<file path="src/rtl/fe_de_inst_queue_pkg.sv">
`default_nettype none
// ============================================================================
//  Module   : fe_de_inst_queue_pkg
//  Brief    : Shared FE->DE latch widths, layout helpers and queue defaults.
//  Revision : 1.0 - initial release
// ============================================================================
package fe_de_inst_queue_pkg;

    localparam int c_DBITS             = 32;
    localparam int c_INSTBITS          = 32;
    localparam int c_INSTSIZE          = 4;
    localparam int c_DEPTH             = 4;
    localparam int c_PTRBITS           = 2;
    localparam int c_FROM_DE_TO_FE_WIDTH = 1;
    localparam int c_FE_LATCH_WIDTH    = 1 + c_INSTBITS + 3 * c_DBITS;

    // FE latch layout, MSB->LSB: {valid, inst, PC, pcplus, inst_count}
    function automatic int fe_entry_width(input int dbits, input int instbits);
        return instbits + 3 * dbits;
    endfunction

    function automatic int fe_inst_lsb(input int dbits);
        return 3 * dbits;
    endfunction

    function automatic int fe_pc_lsb(input int dbits);
        return 2 * dbits;
    endfunction

    function automatic int fe_pcplus_lsb(input int dbits);
        return dbits;
    endfunction

endpackage : fe_de_inst_queue_pkg
`default_nettype wire

</file>
<file path="src/rtl/fe_de_inst_queue_fifo_ram.sv">
`default_nettype none
// ============================================================================
//  Module   : fe_de_inst_queue_fifo_ram
//  Brief    : DEPTH x WIDTH register array, one write port, async read port.
//  Revision : 1.0 - initial release
// ============================================================================
module fe_de_inst_queue_fifo_ram #(
    parameter int DEPTH   = 4,
    parameter int PTRBITS = 2,
    parameter int WIDTH   = 128
) (
    input  logic               clk,
    input  logic               wr_en_i,
    input  logic [PTRBITS-1:0] wr_addr_i,
    input  logic [WIDTH-1:0]   wr_data_i,
    input  logic [PTRBITS-1:0] rd_addr_i,
    output logic [WIDTH-1:0]   rd_data_o
);

    logic [WIDTH-1:0] mem_q [DEPTH];

    // Storage is intentionally unreset; occupancy qualifies every read.
    always_ff @(posedge clk) begin
        if (wr_en_i) begin
            mem_q[wr_addr_i] <= wr_data_i;
        end
    end

    assign rd_data_o = mem_q[rd_addr_i];

endmodule : fe_de_inst_queue_fifo_ram
`default_nettype wire

</file>
<file path="src/rtl/fe_de_inst_queue.sv">
`default_nettype none
// ============================================================================
//  Module   : fe_de_inst_queue
//  Brief    : FE->DE instruction queue with backpressure and AGEX flush.
//  Revision : 1.0 - initial release
// ============================================================================
module fe_de_inst_queue
    import fe_de_inst_queue_pkg::*;
#(
    parameter int DBITS    = c_DBITS,
    parameter int INSTBITS = c_INSTBITS,
    parameter int DEPTH    = c_DEPTH,
    parameter int PTRBITS  = c_PTRBITS
) (
    input  logic                          clk,
    input  logic                          reset,
    input  logic [INSTBITS+3*DBITS:0]     fe_latch_in,
    input  logic                          branch_cond,
    output logic                          stall_pipe_FE,
    input  logic                          de_take,
    output logic                          de_valid,
    output logic [INSTBITS-1:0]           de_inst,
    output logic [DBITS-1:0]              de_pc,
    output logic [DBITS-1:0]              de_pcplus,
    output logic [DBITS-1:0]              de_inst_count,
    output logic [PTRBITS:0]              occupancy,
    output logic [DBITS-1:0]              stall_cycles
);

    localparam int            ENTRY_W    = fe_entry_width(DBITS, INSTBITS);
    localparam int            INST_LSB   = fe_inst_lsb(DBITS);
    localparam int            PC_LSB     = fe_pc_lsb(DBITS);
    localparam int            PCPLUS_LSB = fe_pcplus_lsb(DBITS);
    localparam logic [PTRBITS:0] c_FULL  = (PTRBITS + 1)'(DEPTH);

    logic [PTRBITS-1:0] head_q, head_d;
    logic [PTRBITS-1:0] tail_q, tail_d;
    logic [PTRBITS:0]   count_q, count_d;
    logic [DBITS-1:0]   stall_cnt_q, stall_cnt_d;

    logic               w_fe_valid;
    logic               w_push;
    logic               w_pop;
    logic [ENTRY_W-1:0] w_rd_entry;
    logic [ENTRY_W-1:0] w_head_entry;

    assign w_fe_valid    = fe_latch_in[ENTRY_W];
    assign stall_pipe_FE = (count_q == c_FULL);
    assign de_valid      = (count_q != '0);
    assign w_push        = w_fe_valid && !stall_pipe_FE && !branch_cond;
    assign w_pop         = de_take && de_valid && !branch_cond;

    always_comb begin
        head_d      = head_q;
        tail_d      = tail_q;
        count_d     = count_q;
        stall_cnt_d = stall_cnt_q;
        if (stall_pipe_FE && !(&stall_cnt_q)) begin
            stall_cnt_d = stall_cnt_q + DBITS'(1);
        end
        // Flush wins over any push/pop in the same cycle.
        if (branch_cond) begin
            head_d  = '0;
            tail_d  = '0;
            count_d = '0;
        end else begin
            if (w_push) tail_d = tail_q + PTRBITS'(1);
            if (w_pop)  head_d = head_q + PTRBITS'(1);
            case ({w_push, w_pop})
                2'b10:   count_d = count_q + (PTRBITS + 1)'(1);
                2'b01:   count_d = count_q - (PTRBITS + 1)'(1);
                default: count_d = count_q;
            endcase
        end
    end

    always_ff @(posedge clk or negedge reset) begin
        if (!reset) begin
            head_q      <= '0;
            tail_q      <= '0;
            count_q     <= '0;
            stall_cnt_q <= '0;
        end else begin
            head_q      <= head_d;
            tail_q      <= tail_d;
            count_q     <= count_d;
            stall_cnt_q <= stall_cnt_d;
        end
    end

    fe_de_inst_queue_fifo_ram #(
        .DEPTH   (DEPTH),
        .PTRBITS (PTRBITS),
        .WIDTH   (ENTRY_W)
    ) u_fifo_ram (
        .clk       (clk),
        .wr_en_i   (w_push),
        .wr_addr_i (tail_q),
        .wr_data_i (fe_latch_in[ENTRY_W-1:0]),
        .rd_addr_i (head_q),
        .rd_data_o (w_rd_entry)
    );

    // Head outputs read as zero whenever the queue is empty.
    assign w_head_entry  = de_valid ? w_rd_entry : '0;
    assign de_inst       = w_head_entry[INST_LSB +: INSTBITS];
    assign de_pc         = w_head_entry[PC_LSB +: DBITS];
    assign de_pcplus     = w_head_entry[PCPLUS_LSB +: DBITS];
    assign de_inst_count = w_head_entry[0 +: DBITS];
    assign occupancy     = count_q;
    assign stall_cycles  = stall_cnt_q;

endmodule : fe_de_inst_queue
`default_nettype wire

</file>
<file path="config.mk">
export PLATFORM = sky130hd
export DESIGN_NAME = fe_de_inst_queue
export DESIGN_NICKNAME = d
export VERILOG_FILES = /design/src/rtl/fe_de_inst_queue_pkg.sv /design/src/rtl/fe_de_inst_queue_fifo_ram.sv /design/src/rtl/fe_de_inst_queue.sv
export SDC_FILE = /design/constraint.sdc
export NUM_CORES = 1
export LEC_CHECK = 0
export BUFFER_PORTS_ARGS = -buffer_cell sky130_fd_sc_hd__buf_2
export CAP_MARGIN = 20
export CORE_ASPECT_RATIO = 1.5
export CORE_MARGIN = 5
export CORE_UTILIZATION = 45
export DETAILED_ROUTE_END_ITERATION = 8
export HOLD_SLACK_MARGIN = 0.06
export PLACE_DENSITY = 0.75
export SYNTH_ARGS = -nofsm -noshare
export SYNTH_HDL_FRONTEND = slang
export SYNTH_SLANG_ARGS = --single-unit
</file>
<file path="constraint.sdc">
create_clock -name clk -period 8.95 [get_ports clk]
set_input_delay 0.895 -clock clk [delete_from_list [all_inputs] [get_ports clk]]
set_output_delay 0.895 -clock clk [all_outputs]
set_load 0.01 [all_outputs]
</file>
; After elaboration in Yosys (flattened, before gate mapping)
; Memory sizes are Yosys's and may differ from the RTL's.
; Cells that the tools add are included.
[word_totals]
regBits = 39
ram_bits = 512
word_cells = 35
memories = 1
[mem_list]
columns = memory, words, word_bits, rd, rd_clocked_by_memory_dff, write_ports, line_no
row1 = u_fifo_ram.mem_q, 4, 128, 1, 0, 1, fe_de_inst_queue_fifo_ram.sv:20  ; logic [WIDTH-1:0] mem_q [DEPTH];
[classes]
n_addsub = 5
n_eq_ne = 3
n_mux = 9
reduce_logical = 13
[ops]
columns = operator, n
row1 = 128-bit 2-to-1 mux, 1
row2 = "32-bit by 1-bit adder with 32-bit output, second input constant", 1
row3 = 32-bit AND reduction, 1
row4 = 2-bit 2-to-1 mux, 4
row5 = 3-bit case mux with 2 select lines, 1
row6 = 3-bit nonzero test, 2
row7 = 1-bit logical AND, 5
row8 = "2-bit by 1-bit adder with 2-bit output, second input constant", 2
row9 = 2-bit nonzero test, 2
row10 = "3-bit by 1-bit adder with 3-bit output, second input constant", 1
row11 = "3-bit equality test, second input constant", 1
row12 = 1-bit logical NOT, 3
row13 = 3-bit 2-to-1 mux, 1
row14 = "3-bit by 1-bit subtractor with 3-bit output, second input constant", 1
row15 = "2-bit by 1-bit equality test with 1-bit output, second input constant", 1
row16 = "2-bit equality test, second input constant", 1
row17 = 1-bit 2-to-1 mux, 2

; Logic depth before layout (Yosys ltp)
; Gate-level depths: netlist of run 1.
[logic_depth]
ltp_word = 7
depth_mapped = 8
ltp_nobuf = 7

; Modules after synthesis
; From an unflattened synthesis of run 1, not the netlist that was laid out.
[hier_totals]
cells_unflattened = 1003
area_unflattened_um2 = 21409.3
[by_module_without_submodules]
columns = module, n_inst, cells_each, area_each_um2, seq_area_each_um2
row1 = fe_de_inst_queue_fifo_ram, 1, 672, 18602.8, 15374.7
row2 = fe_de_inst_queue, 1, 331, 2806.4, 975.9

; Worst setup path before layout of run 1
; Ideal clock, no wire load.
[synth_path]
path_kind = input -> register
startpoint = input port branch_cond
endpoint = memory u_fifo_ram.mem_q[0][0] (enable)
setup_ns = 0.503
arrival_ns = 4.211
path_slack_ns = 4.236
stages = 3
path_buffers = 1
path_cell_list = clkbuf_1 > nor2_1 > and2_1
[synth_via]
elab_chain_len = 4
[synth_rtl]
columns = item, line_no
row1 = start: declaration, fe_de_inst_queue.sv:18  ; input logic branch_cond,
row2 = 1-bit logical NOT, fe_de_inst_queue.sv:50  ; assign w_push = w_fe_valid && !stall_pipe_FE && !branch_cond;
row3 = 1-bit logical AND, fe_de_inst_queue.sv:50
row4 = 1-bit 2-to-1 mux, fe_de_inst_queue_fifo_ram.sv:24  ; if (wr_en_i) begin
row5 = 1-bit 2-to-1 mux (not written as such), fe_de_inst_queue_fifo_ram.sv:25  ; mem_q[wr_addr_i] <= wr_data_i;
row6 = end: declaration, fe_de_inst_queue_fifo_ram.sv:20
; Every way passes these cells.

; Worst setup path in the final report of run 1
[layout_path]
startpoint = register head_q[1]
endpoint = output port de_inst[9]
[layout_via]
elab_chain_len = 2
[layout_rtl]
columns = item, line_no
row1 = start: declaration, fe_de_inst_queue.sv:36  ; logic [PTRBITS-1:0] head_q, head_d;
row2 = start signal: assignment, fe_de_inst_queue.sv:79  ; head_q <= '0;
row3 = start signal: assignment, fe_de_inst_queue.sv:84  ; head_q <= head_d;
row4 = memory read 4 x 128 bit, n/a
row5 = 128-bit 2-to-1 mux, fe_de_inst_queue.sv:105  ; assign w_head_entry = de_valid ? w_rd_entry : '0;
row6 = end: declaration, fe_de_inst_queue.sv:22  ; output logic [INSTBITS-1:0] de_inst,
; Every way passes these cells.

==> results.md, run 1 <==
- Top sig layer: met5
- IO Pins: about 300
- Placement Cell Area: 23400 um^2
- Area of the core: 46700 um^2
- Gr usage total: 17.0%
- Post-Syn Area: about 21000 um^2
- Layout Utilization: a little over half
- First-pass detailed-route iteration total: 5
- Met2 wire length: around 24000 um
- Mux contribution to synthesized area: 13.8%
- #FFs+latches synth: ~550
- DR vias/cell: between 5 and 6
- CTS Root Cell: clkbuf_16
- Final GP Congestion: 0.793
- Ratio of cells with drive above 1 in the final layout: 38.1%
- Crit path max fanout: 52
- Setup Skew: 10.0 ps
- Final setup vio count: 0
- Maximum root-to-sink buffer count: 3
- Largest net degree at the start of global routing: about 80
- DP Worst Slack: about 5000 ps
- Crit. End Element: output port
- Yosys warning count: 0
- Initial antenna violation count: 18
- Rel. slew slack: about two fifths
- Fill cells: approximately 3.5k
- Final worst path period share: between 50 and 60%
- Vias in the first global route: between 10k and 15k
- FF-to-FF setup slack: roughly 6000 ps
- Setup tns final: 0 ps
- CP max stage cell: dfrtp_4
- Status: completed
- DPL Wire Length: between 20000 and 30000 um
- Area Overhead vs Synth: 18.3%
- WP data arrival: 3620 ps
- Pwr dens: ~290 nW/um^2
- Routed Antenna Nets: 0
- Max VDD drop: 0.206 mV
- Fraction of the mapped netlist area in adder cells: 0.388%
- Synth Area in Compound Gates: less than 1%
- Clk sinks: roughly 550
- # Max-Cap Violations: 0
- Worst Tran Pin Value: about 880 ps
- Row count: 97
- Yosys cell types: 37
- Syn Nets: approximately 1.1k
- Kind of critical path: reg -> out
- WP data required: slightly above 8000 ps
- Hold Vio Cnt, Final: 0
- Most common cell on crit path: buf_4
- Routed wl met3: ~2500 um
- Worst reg2reg path depth: 6
- Register area share after synthesis: approximately three quarters
- DRT Wirelength: approximately 44000 um
- R2R Path Start: occupancy[2]
- Gate Count Post-Synth: between 1k and 1.5k
- Num CTS Buffers: between 50 and 60
- Wl on met1: between 15000 and 20000 um
- Fraction of synthesized cell area in xor and xnor cells: around 1.4%
- Clk_lat worst skew: ~570 ps
- Setup WS post-layout: ~4400 ps
- DR WL/cell: ~22 um
- Reg-to-Reg End: u_fifo_ram.mem_q[1][104]
- Maximum clock rate: around 0.22 GHz
- Full die area: a little over 50000 um^2
- Critical path launch point type: flip-flop
- Initial Util: about 46%
- Post-CTS Hold Buffers: 0
- Leak Pwr: 8.79 nW
- Design Area, Final: around 25000 um^2
- Critical Path Max Stage Delay: around 930 ps
- Total global routing overflow: 0
- Routed via count: 10.6k
- Die X: 187 um
- Post-Synth Simple-Gate Area: 6.26%
- Main combinational cell family by area after synthesis: multiplexers
- DRC: 0
- Nets@finish: about 1.5k
- H-tree depth: 2
- Port Buffers: ~300
- Min-delay worst type: in -> async
- Clock slew at reported path FFs: approximately 60 ps
- Setup bufs post-CTS: 0
- Post-cts resize count: 0
- Detailed Route Iter0 Violations: approximately 560
- Cell Chain, Critical Path: buf_4, buf_4, mux4_2, and2_1, buf_2
- Minimum clock period after layout: between 4000 and 5000 ps
- Global-route wire length before repair: just under 70000 um
- Number of max-slew violations in the final report: 0
- Unrepaired setup endpoints after global routing: false
- Syn avg cell area: ~21 um^2
- CTS tree: built
- Die Height: around 280 um
==> metal layers <==
layer	GRT usage, %	vias to the layer above
met5	0	-
met4	7.91	8
met3	3.74	94
met2	30.7	308
met1	19.2	5495
li1	-	4692
==> cell usage after synthesis, drive strengths merged <==
cell     instances  area, um^2
mux2i            2        20.0
a31oi            1        6.26
a21oi            2        10.0
fa               1        20.0
nand2           13        48.8
xnor2           29         254
mux4           128        2880
nor3             2        10.0
o31ai            1        7.51
o21bai           2        15.0
xor2             5        43.8
nand3           19        95.1
or2              2        15.0
or4              1        11.3
clkbuf          27         101
edfxtp         512       15400
and3             7        43.8
o2111ai          1        8.76
or3              2        12.5
inv              6        22.5
nor2            19        71.3
buf             20        88.8
a2111oi          1        15.0
nand4           16         106
mux2             2        22.5
nor3b            1        7.51
and4             2        17.5
nand2b           1        6.26
and2           135         845
nor4             3        33.8
dfrtp           39         976
nand3b           1        7.51
ha               5        62.6
==> cells in the final DEF, fill, tap and decap left out, types with 2 or more instances in the layout <==
| master | Yosys | routed |
|---|---|---|
| a21oi_1 | 2 | 2 |
| and2_1 | 135 | 131 |
| and2_4 | 0 | 4 |
| and3_1 | 7 | 7 |
| and4_1 | 2 | 2 |
| buf_2 | 11 | 297 |
| buf_4 | 0 | 12 |
| bufinv_16 | 0 | 6 |
| clkbuf_1 | 27 | 19 |
| clkbuf_16 | 0 | 53 |
| clkinv_1 | 0 | 9 |
| clkinv_2 | 0 | 4 |
| clkinvlp_4 | 0 | 2 |
| dfrtp_1 | 39 | 37 |
| dfrtp_4 | 0 | 2 |
| diode_2 | 0 | 15 |
| edfxtp_1 | 512 | 512 |
| ha_1 | 5 | 5 |
| inv_1 | 6 | 6 |
| mux2_2 | 2 | 2 |
| mux2i_1 | 2 | 2 |
| mux4_2 | 128 | 128 |
| nand2_1 | 13 | 13 |
| nand3_1 | 19 | 19 |
| nand4_1 | 15 | 15 |
| nor2_1 | 19 | 19 |
| nor3_1 | 2 | 2 |
| nor4_1 | 2 | 2 |
| o21bai_1 | 2 | 2 |
| xnor2_1 | 29 | 29 |
| xor2_1 | 5 | 5 |
==> worst max-delay path, delay by kind of cell, from the launching register on <==
kind                   cells  cell delay, ps
and+or+nand+nor            1             170
muxes                      1             430
buffers and inverters      3            1390
DFF                        1             930
==> how the worst max path moves through the flow <==
stage | startpoint | to | slack [ps]
after global placement | head_q[1] | de_pcplus[25] | 4950
after global routing | head_q[1] | de_pcplus[25] | 4290
after CTS | head_q[1] | de_pc[16] | 4360
after detailed placement | head_q[1] | de_pcplus[25] | 4980
after floorplan | branch_cond | u_fifo_ram.mem_q[0][0] | 4240
final | head_q[1] | de_inst[9] | 4440
==> cell families after synthesis <==
kind of cell / Yosys count
XOR/XNOR: 34
adder cells (fa/ha/maj): 6
buffers and inverters: 53
multiplexers: 132
AO/OA/AOI/OAI: 8
flip-flops: 551
AND/OR/NAND/NOR: 224
==> power breakdown <==
part           switching [mW]  internal (mW)  total [mW]  leakage [nW]
logic                    1.04          0.917        1.96          2.82
clock network           0.891           1.26        2.15         0.795
registers               0.107           3.00        3.10          5.18
==> stage by stage <==
step / hold slack, ps / std cells / total power [mW]
floorplan: 519 / 1008 / 4.39
global placement: 477 / 1865 / 5.14
detailed placement: 486 / 1865 / 5.16
CTS: 460 / 1960 / 7.33
global route: 514 / 1973 / 7.58
finish: 444 / 1976 / 7.21
==> area by class of cell <==
type	instances	area [um^2]	area share, %
Timing Repair Buffer	311	1620	6.45
Multi-Input combinational cell	404	4710	18.7
Clock buffer	72	1400	5.55
Tap cell	594	743	2.95
Antenna cell	15	37.5	0.149
Sequential cell	551	16400	65.0
Clock inverter	23	263	1.04
Inverter	6	22.5	0.0895
==> state kept, by name (all words and copies together) (netlist names) <==
signal / cells
u_fifo_ram.mem_q: 512
stall_cycles: 32
occupancy: 3
head_q: 2
tail_q: 2
Note: power is estimated with default switching activity, not from simulation.
==> run 2: changes to the inputs <==
--- a/config.mk
+++ b/config.mk
@@ -5,6 +5,7 @@
 export SDC_FILE = /design/constraint.sdc
 export NUM_CORES = 1
 export LEC_CHECK = 0
+export ABC_AREA = 1
 export BUFFER_PORTS_ARGS = -buffer_cell sky130_fd_sc_hd__buf_2
 export CAP_MARGIN = 20
 export CORE_ASPECT_RATIO = 1.5
@@ -12,7 +13,7 @@
 export CORE_UTILIZATION = 45
 export DETAILED_ROUTE_END_ITERATION = 8
 export HOLD_SLACK_MARGIN = 0.06
-export PLACE_DENSITY = 0.75
+export PLACE_DENSITY = 0.77
 export SYNTH_ARGS = -nofsm -noshare
 export SYNTH_HDL_FRONTEND = slang
 export SYNTH_SLANG_ARGS = --single-unit
==> constraint.sdc (replaced) <==
create_clock -name clk -period 3.8 [get_ports clk]
set_input_delay 0.38 -clock clk [delete_from_list [all_inputs] [get_ports clk]]
set_output_delay 0.38 -clock clk [all_outputs]
set_load 0.01 [all_outputs]
==> run 2 against run 1 <==
- synthesized cell count is 91% higher
- critical path depth stayed put
- first-iteration DRC count is 89% higher
- highest routed layer unchanged
- count of clock-buffer cells in the layout is 14 lower
- total power is 120% higher
==> results.md, run 2 <==
- Vias in the first global route: 16.6k
- Num CTS Buffers: 51
- Maximum clock rate: about 0.32 GHz
- IO Pins: just under 300
- Clk_lat worst skew: 590 ps
- Clock slew at reported path FFs: approximately 60 ps
- DRT Wirelength: approximately 58000 um
- Synth area leaders: edfxtp_1 69%, nor2_1 9.6%, o21ai_0 5.9%, dfrtp_1 4.4%, nand2_1 3.5%
- Critical Path Max Stage Delay: roughly 560 ps
- WP data required: around 3400 ps
- Area of the core: between 40000 and 50000 um^2
- DRC: 0
- CP max stage cell: dfrtp_4
- Final setup vio count: 0
- Die X: around 190 um
- Cell Chain, Critical Path: inv_6, buf_12, o21ai_0, a21oi_1, buf_2
- Largest net degree at the start of global routing: between 90 and 100
- Ratio of cells with drive above 1 in the final layout: between 10% and 20%
- Global-route wire length before repair: around 89000 um
- Minimum clock period after layout: around 3100 ps
- Worst Path Buf+Inv: 3
- Yosys warning count: 0
- Yosys cell types: 25
- Final Non-Filler Cells: 3027
- Full die area: around 54000 um^2
- Final worst path period share: between 80 and 90%
- CTS Root Cell: clkbuf_16
- Area Overhead vs Synth: 23.8%
- Setup Skew: between 20 and 25 ps
- Asr flop ratio synth: under 10%
- Final GP Congestion: about 0.91
- Top reg by flops: u_fifo_ram.mem_q
- Post-synth EDFFs: approximately 510
- Setup bufs post-CTS: 0
- Crit path max fanout: 90
- First-pass detailed-route iteration total: 5
- Clk sinks: 551
- Syn avg cell area: approximately 12 um^2
- Port Buffers: roughly 300
- Most common cell after layout, fill and taps aside: nor2_1
- Syn Nets: ~2.1k
- Unrepaired setup endpoints after global routing: false
- H-tree depth: 2
- Status: completed
- Initial Util: roughly 46%
- Largest register FFs: approximately 500
- Routed Antenna Nets: 0
- Setup WS post-layout: 672 ps
- Worst reg2reg path depth: 7
- Cell count along the critical path: 5
- Row count: 99
- Rel. slew slack: 37.2%
- Kind of critical path: reg -> out
- Ys flop type: edfxtp_1
- # Max-Cap Violations: 0
- Placed insts: 2795
- DR WL/cell: around 19 um
- Most frequent cells after synthesis: 570 x nor2_1, 512 x edfxtp_1, 261 x o21ai_0
- Pwr dens: ~570 nW/um^2
- Cell class contributing the biggest share of worst-path delay: buffers and inverters
- Min-delay worst type: in -> reg
- #FFs+latches synth: around 550
- WP data arrival: ~2800 ps
- DR vias/cell: ~5.3
- Die Height: approximately 280 um
- Hold Vio Cnt, Final: 0
- CTS tree: built
- Cell with the most instances after synthesis: nor2_1
- Crit. End Element: output port
- Number of max-slew violations in the final report: 0
- Gate Count Post-Synth: 1921
- Maximum root-to-sink buffer count: 3
- Synth area leader: edfxtp_1
- Leak Pwr: 10.3 nW
- Synth top area share: slightly below 70%
- Max VDD drop: ~0.38 mV
- Fill cells: ~3.9k
- Register area share after synthesis: roughly 74%
- Initial antenna violation count: 5
- Detailed Route Iter0 Violations: between 1k and 1.5k
- Post-Syn Area: about 22000 um^2
- Nets@finish: around 2.5k
- Total global routing overflow: 0
- Gr usage total: 20.8%
- DP Worst Slack: roughly 1100 ps
- Most frequent cells in the layout: 566 x nor2_1, 512 x edfxtp_1, 297 x buf_2
- DPL Wire Length: approximately 34000 um
- Worst Tran Pin Value: ~940 ps
- Routed via count: 16.1k
- Critical path launch point type: flip-flop
- WHS Path Cells: 4
run 2: logic make-up (layout without fill, tap and decap cells):
logic type | Yosys count | after routing | share of synthesized area, %
simple gates | 811 | 811 | 14.0
flops | 551 | 551 | 73.5
compound gates | 396 | 396 | 8.92
buf+inv | 143 | 586 | 2.62
xor+xnor | 14 | 14 | 0.551
fa+ha+maj | 6 | 6 | 0.371
other cells | 0 | 7 | 0
run 2: cell type report:
cell class                      count  area, um^2  share of cell area [%]
Antenna cell                        7        17.5                  0.0636
Clock buffer                       58        1320                    4.80
Timing Repair Buffer              452        3160                    11.5
Clock inverter                     38         364                    1.32
Multi-Input combinational cell   1227        5330                    19.4
Inverter                           38         153                   0.554
Tap cell                          656         821                    2.98
Sequential cell                   551       16400                    59.4
run 2: per-stage QoR:
stage,area (um^2),hold WS [ps],setup TNS [ps],power [mW],utilization [%]
finish,27500,180,0,15.7,56.4
global route,27500,168,0,16.4,56.4
CTS,27500,152,0,15.8,56.4
detailed placement,24500,563,0,10.6,50.3
global placement,24500,532,0,10.5,50.3
floorplan,22200,84.4,-521390,9.08,-
run 2: tightest hold or removal path: cells and delay by family:
| family | cells | cell delay (ps) |
|---|---|---|
| and+or+nand+nor | 2 | 110 |
| buffers and inverters | 1 | 140 |
| AOI/OAI and AO/OA | 1 | 80 |
run 2: report_power, final:
group,internal [mW],switching [mW]
registers,6.88,0.0969
logic,1.14,2.47
clock network,2.87,2.23
run 2: worst paths after layout:
kind / startpoint / endpoint / slack (ps)
max: head_q[0] / de_pcplus[0] / 670
min: branch_cond / occupancy[1] / 180
max reg2reg: occupancy[0] / u_fifo_ram.mem_q[0][105] / 1150
min reg2reg: stall_cycles[31] / stall_cycles[31] / 580
max in group asynchronous: reset / head_q[1] / 2610
min in group asynchronous: reset / stall_cycles[27] / 500
run 2: routing by layer:
metal | GRT usage, % | vias up | part of all wire, %
met3 | 3.38 | 171 | 6.8
met4 | 9.97 | 2 | 4.7
li1 | - | 7457 | -
met5 | 0 | - | 0.022
met1 | 24.5 | 7760 | 37
met2 | 37.2 | 706 | 52
run 2: timing repair:
action / in CTS / in global routing
hold buffers: 129 / 0
resized for setup: 0 / 0
hold endpoints to repair: 551 / 0
setup endpoints to repair: 0 / 0
==> run 3: changes to the inputs <==
--- a/config.mk
+++ b/config.mk
@@ -5,7 +5,7 @@
 export SDC_FILE = /design/constraint.sdc
 export NUM_CORES = 1
 export LEC_CHECK = 0
-export ABC_AREA = 1
+export ABC_AREA = 0
 export BUFFER_PORTS_ARGS = -buffer_cell sky130_fd_sc_hd__buf_2
 export CAP_MARGIN = 20
 export CORE_ASPECT_RATIO = 1.5
@@ -13,7 +13,7 @@
 export CORE_UTILIZATION = 45
 export DETAILED_ROUTE_END_ITERATION = 8
 export HOLD_SLACK_MARGIN = 0.06
-export PLACE_DENSITY = 0.77
+export PLACE_DENSITY = 0.78
 export SYNTH_ARGS = -nofsm -noshare
 export SYNTH_HDL_FRONTEND = slang
 export SYNTH_SLANG_ARGS = --single-unit
==> constraint.sdc (replaced) <==
create_clock -name clk -period 2.7 [get_ports clk]
set_input_delay 0.27 -clock clk [delete_from_list [all_inputs] [get_ports clk]]
set_output_delay 0.27 -clock clk [all_outputs]
set_load 0.01 [all_outputs]
==> run 3 against run 2 <==
- wire length down 17%
- flip-flop and latch count stayed put
- count of clock-buffer cells in the layout rose by 5
- combinational power up 130%
- register-to-register slack worse by 710 ps
- final area down 1.3%
- sequential power up 46%
- largest power group unchanged
==> results.md, run 3 (synthesis gave the netlist of run 1 again) <==
- Setup WS post-layout: around 57 ps
- Minimum clock period after layout: between 2000 and 3000 ps
- Hold Worst Slack: between 100 and 150 ps
- Final setup vio count: 0
- Most common cell after layout, fill and taps aside: edfxtp_1
- Top reg by flops: u_fifo_ram.mem_q
- Initial antenna violation count: 7
- Setup Skew: between 20 and 25 ps
- Initial Util: between 40% and 50%
- WP data arrival: about 2400 ps
- Hold Vio Cnt, Final: 0
- Largest register FFs: 512
- Die Height: approximately 280 um
- Worst Path Buf+Inv: 2
- Crit. End Element: output port
- Number of max-slew violations in the final report: 0
- Routed Antenna Nets: 0
- Routed via count: approximately 11k
- Placement Cell Area: roughly 24000 um^2
- Critical Path Max Stage Delay: slightly below 600 ps
- Maximum root-to-sink buffer count: 3
- Area of the core: roughly 47000 um^2
- Full die area: roughly 52000 um^2
- Unrepaired setup endpoints after global routing: true
- Num CTS Buffers: 50
- Die X: 187 um
- Global-route wire length before repair: around 73000 um
- DRC: 0
- Gr usage total: 18.1%
- Area Overhead vs Synth: 27.8%
- DR vias/cell: ~5.4
- Cell class contributing the biggest share of worst-path delay: multiplexers
- Ratio of cells with drive above 1 in the final layout: 39.6%
- Total global routing overflow: 0
- Overall power: approximately 25 mW
- Largest net degree at the start of global routing: between 100 and 150
- Row count: between 90 and 100
- Most frequent cells in the layout: 512 x edfxtp_1, 254 x buf_2, 130 x dlygate4sd3_1
- DP Worst Slack: about 500 ps
- WP data required: 2430 ps
- FF-to-FF setup slack: around 440 ps
- DR WL/cell: about 23 um
- Max VDD drop: about 0.94 mV
- Clk sinks: roughly 550
- Cell Chain, Critical Path: buf_16, mux4_2, and2_1, buf_2
- DRT Wirelength: about 48000 um
- DPL Wire Length: approximately 28000 um
- CTS tree: built
- Vias in the first global route: around 12k
- H-tree depth: 2
- Worst Tran Pin Value: between 600 and 700 ps
- Critical path launch point type: flip-flop
- Nets@finish: around 1.6k
- Clock slew at reported path FFs: about 60 ps
- CTS Root Cell: clkbuf_16
- IO Pins: ~300
- Detailed Route Iter0 Violations: slightly above 700
- Kind of critical path: reg -> out
- Pwr dens: ~940 nW/um^2
- Maximum clock rate: 0.378 GHz
- Rel. slew slack: roughly 55%
- Min-delay worst type: in -> reg
- Status: completed
- Port Buffers: between 200 and 300
- Clk_lat worst skew: around 580 ps
- First-pass detailed-route iteration total: 5
- Design Area, Final: 27200 um^2
- Crit path max fanout: 54
- Leak Pwr: between 9 and 10 nW
- Final worst path period share: 97.9%
- CP max stage cell: mux4_2
- Final GP Congestion: 0.847
- # Max-Cap Violations: 0
- Fill cells: around 3.3k
run 3: final timing paths:
check,from,to,depth (start not counted)
max,head_q[0],de_pcplus[10],4
min,de_take,head_q[1],4
max reg2reg,occupancy[1],stall_cycles[31],5
min reg2reg,stall_cycles[23],stall_cycles[23],1
max in group asynchronous,reset,stall_cycles[25],3
min in group asynchronous,reset,stall_cycles[21],2
run 3: where the power goes:
| part | switching [mW] | internal (mW) | total [mW] |
|---|---|---|---|
| clock network | 3.04 | 4.11 | 7.15 |
| registers | 0.234 | 9.93 | 10.2 |
| logic | 3.97 | 4.16 | 8.13 |
run 3: final cells by class:
class / instances / area [um^2] / share of cell area, %
timing repair buffer: 454 / 3520 / 12.9
clock buffer: 63 / 1300 / 4.79
multi-input combinational: 404 / 4860 / 17.9
tap: 594 / 743 / 2.74
inverter: 6 / 22.5 / 0.0829
antenna: 6 / 15.0 / 0.0553
sequential: 551 / 16400 / 60.2
clock inverter: 27 / 349 / 1.29
run 3: per-layer routing:
| layer | GRT usage (%) | share of wire (%) | vias to the layer above |
|---|---|---|---|
| met5 | 0 | 0.014 | - |
| met4 | 7.82 | 5.0 | 2 |
| met3 | 3.21 | 4.6 | 128 |
| met2 | 33.2 | 54 | 340 |
| met1 | 20.7 | 36 | 5838 |
| li1 | - | - | 4962 |
run 3: through the flow:
step | util [%] | instances | setup TNS (ps)
floorplan | - | 1008 | -253640
global placement | 50.9 | 1879 | 0
detailed placement | 50.9 | 1879 | 0
CTS | 57.2 | 2099 | -7.15
global route | 58.1 | 2105 | -1010
finish | 58.1 | 2105 | 0
run 3: repair_timing:
action,4_1_cts,5_1_grt
resized for setup,3,102
hold endpoints to repair,545,0
endpoints found under the setup margin,5,73
pin swaps,0,0
cloned,0,0
hold buffers,130,0
buffers inserted,0,0
run 3: tightest hold or removal path, cell delays in order:
cell     delay, ps
buf_2          110
nand3_1         80
xor2_1          70
nor2_1         110
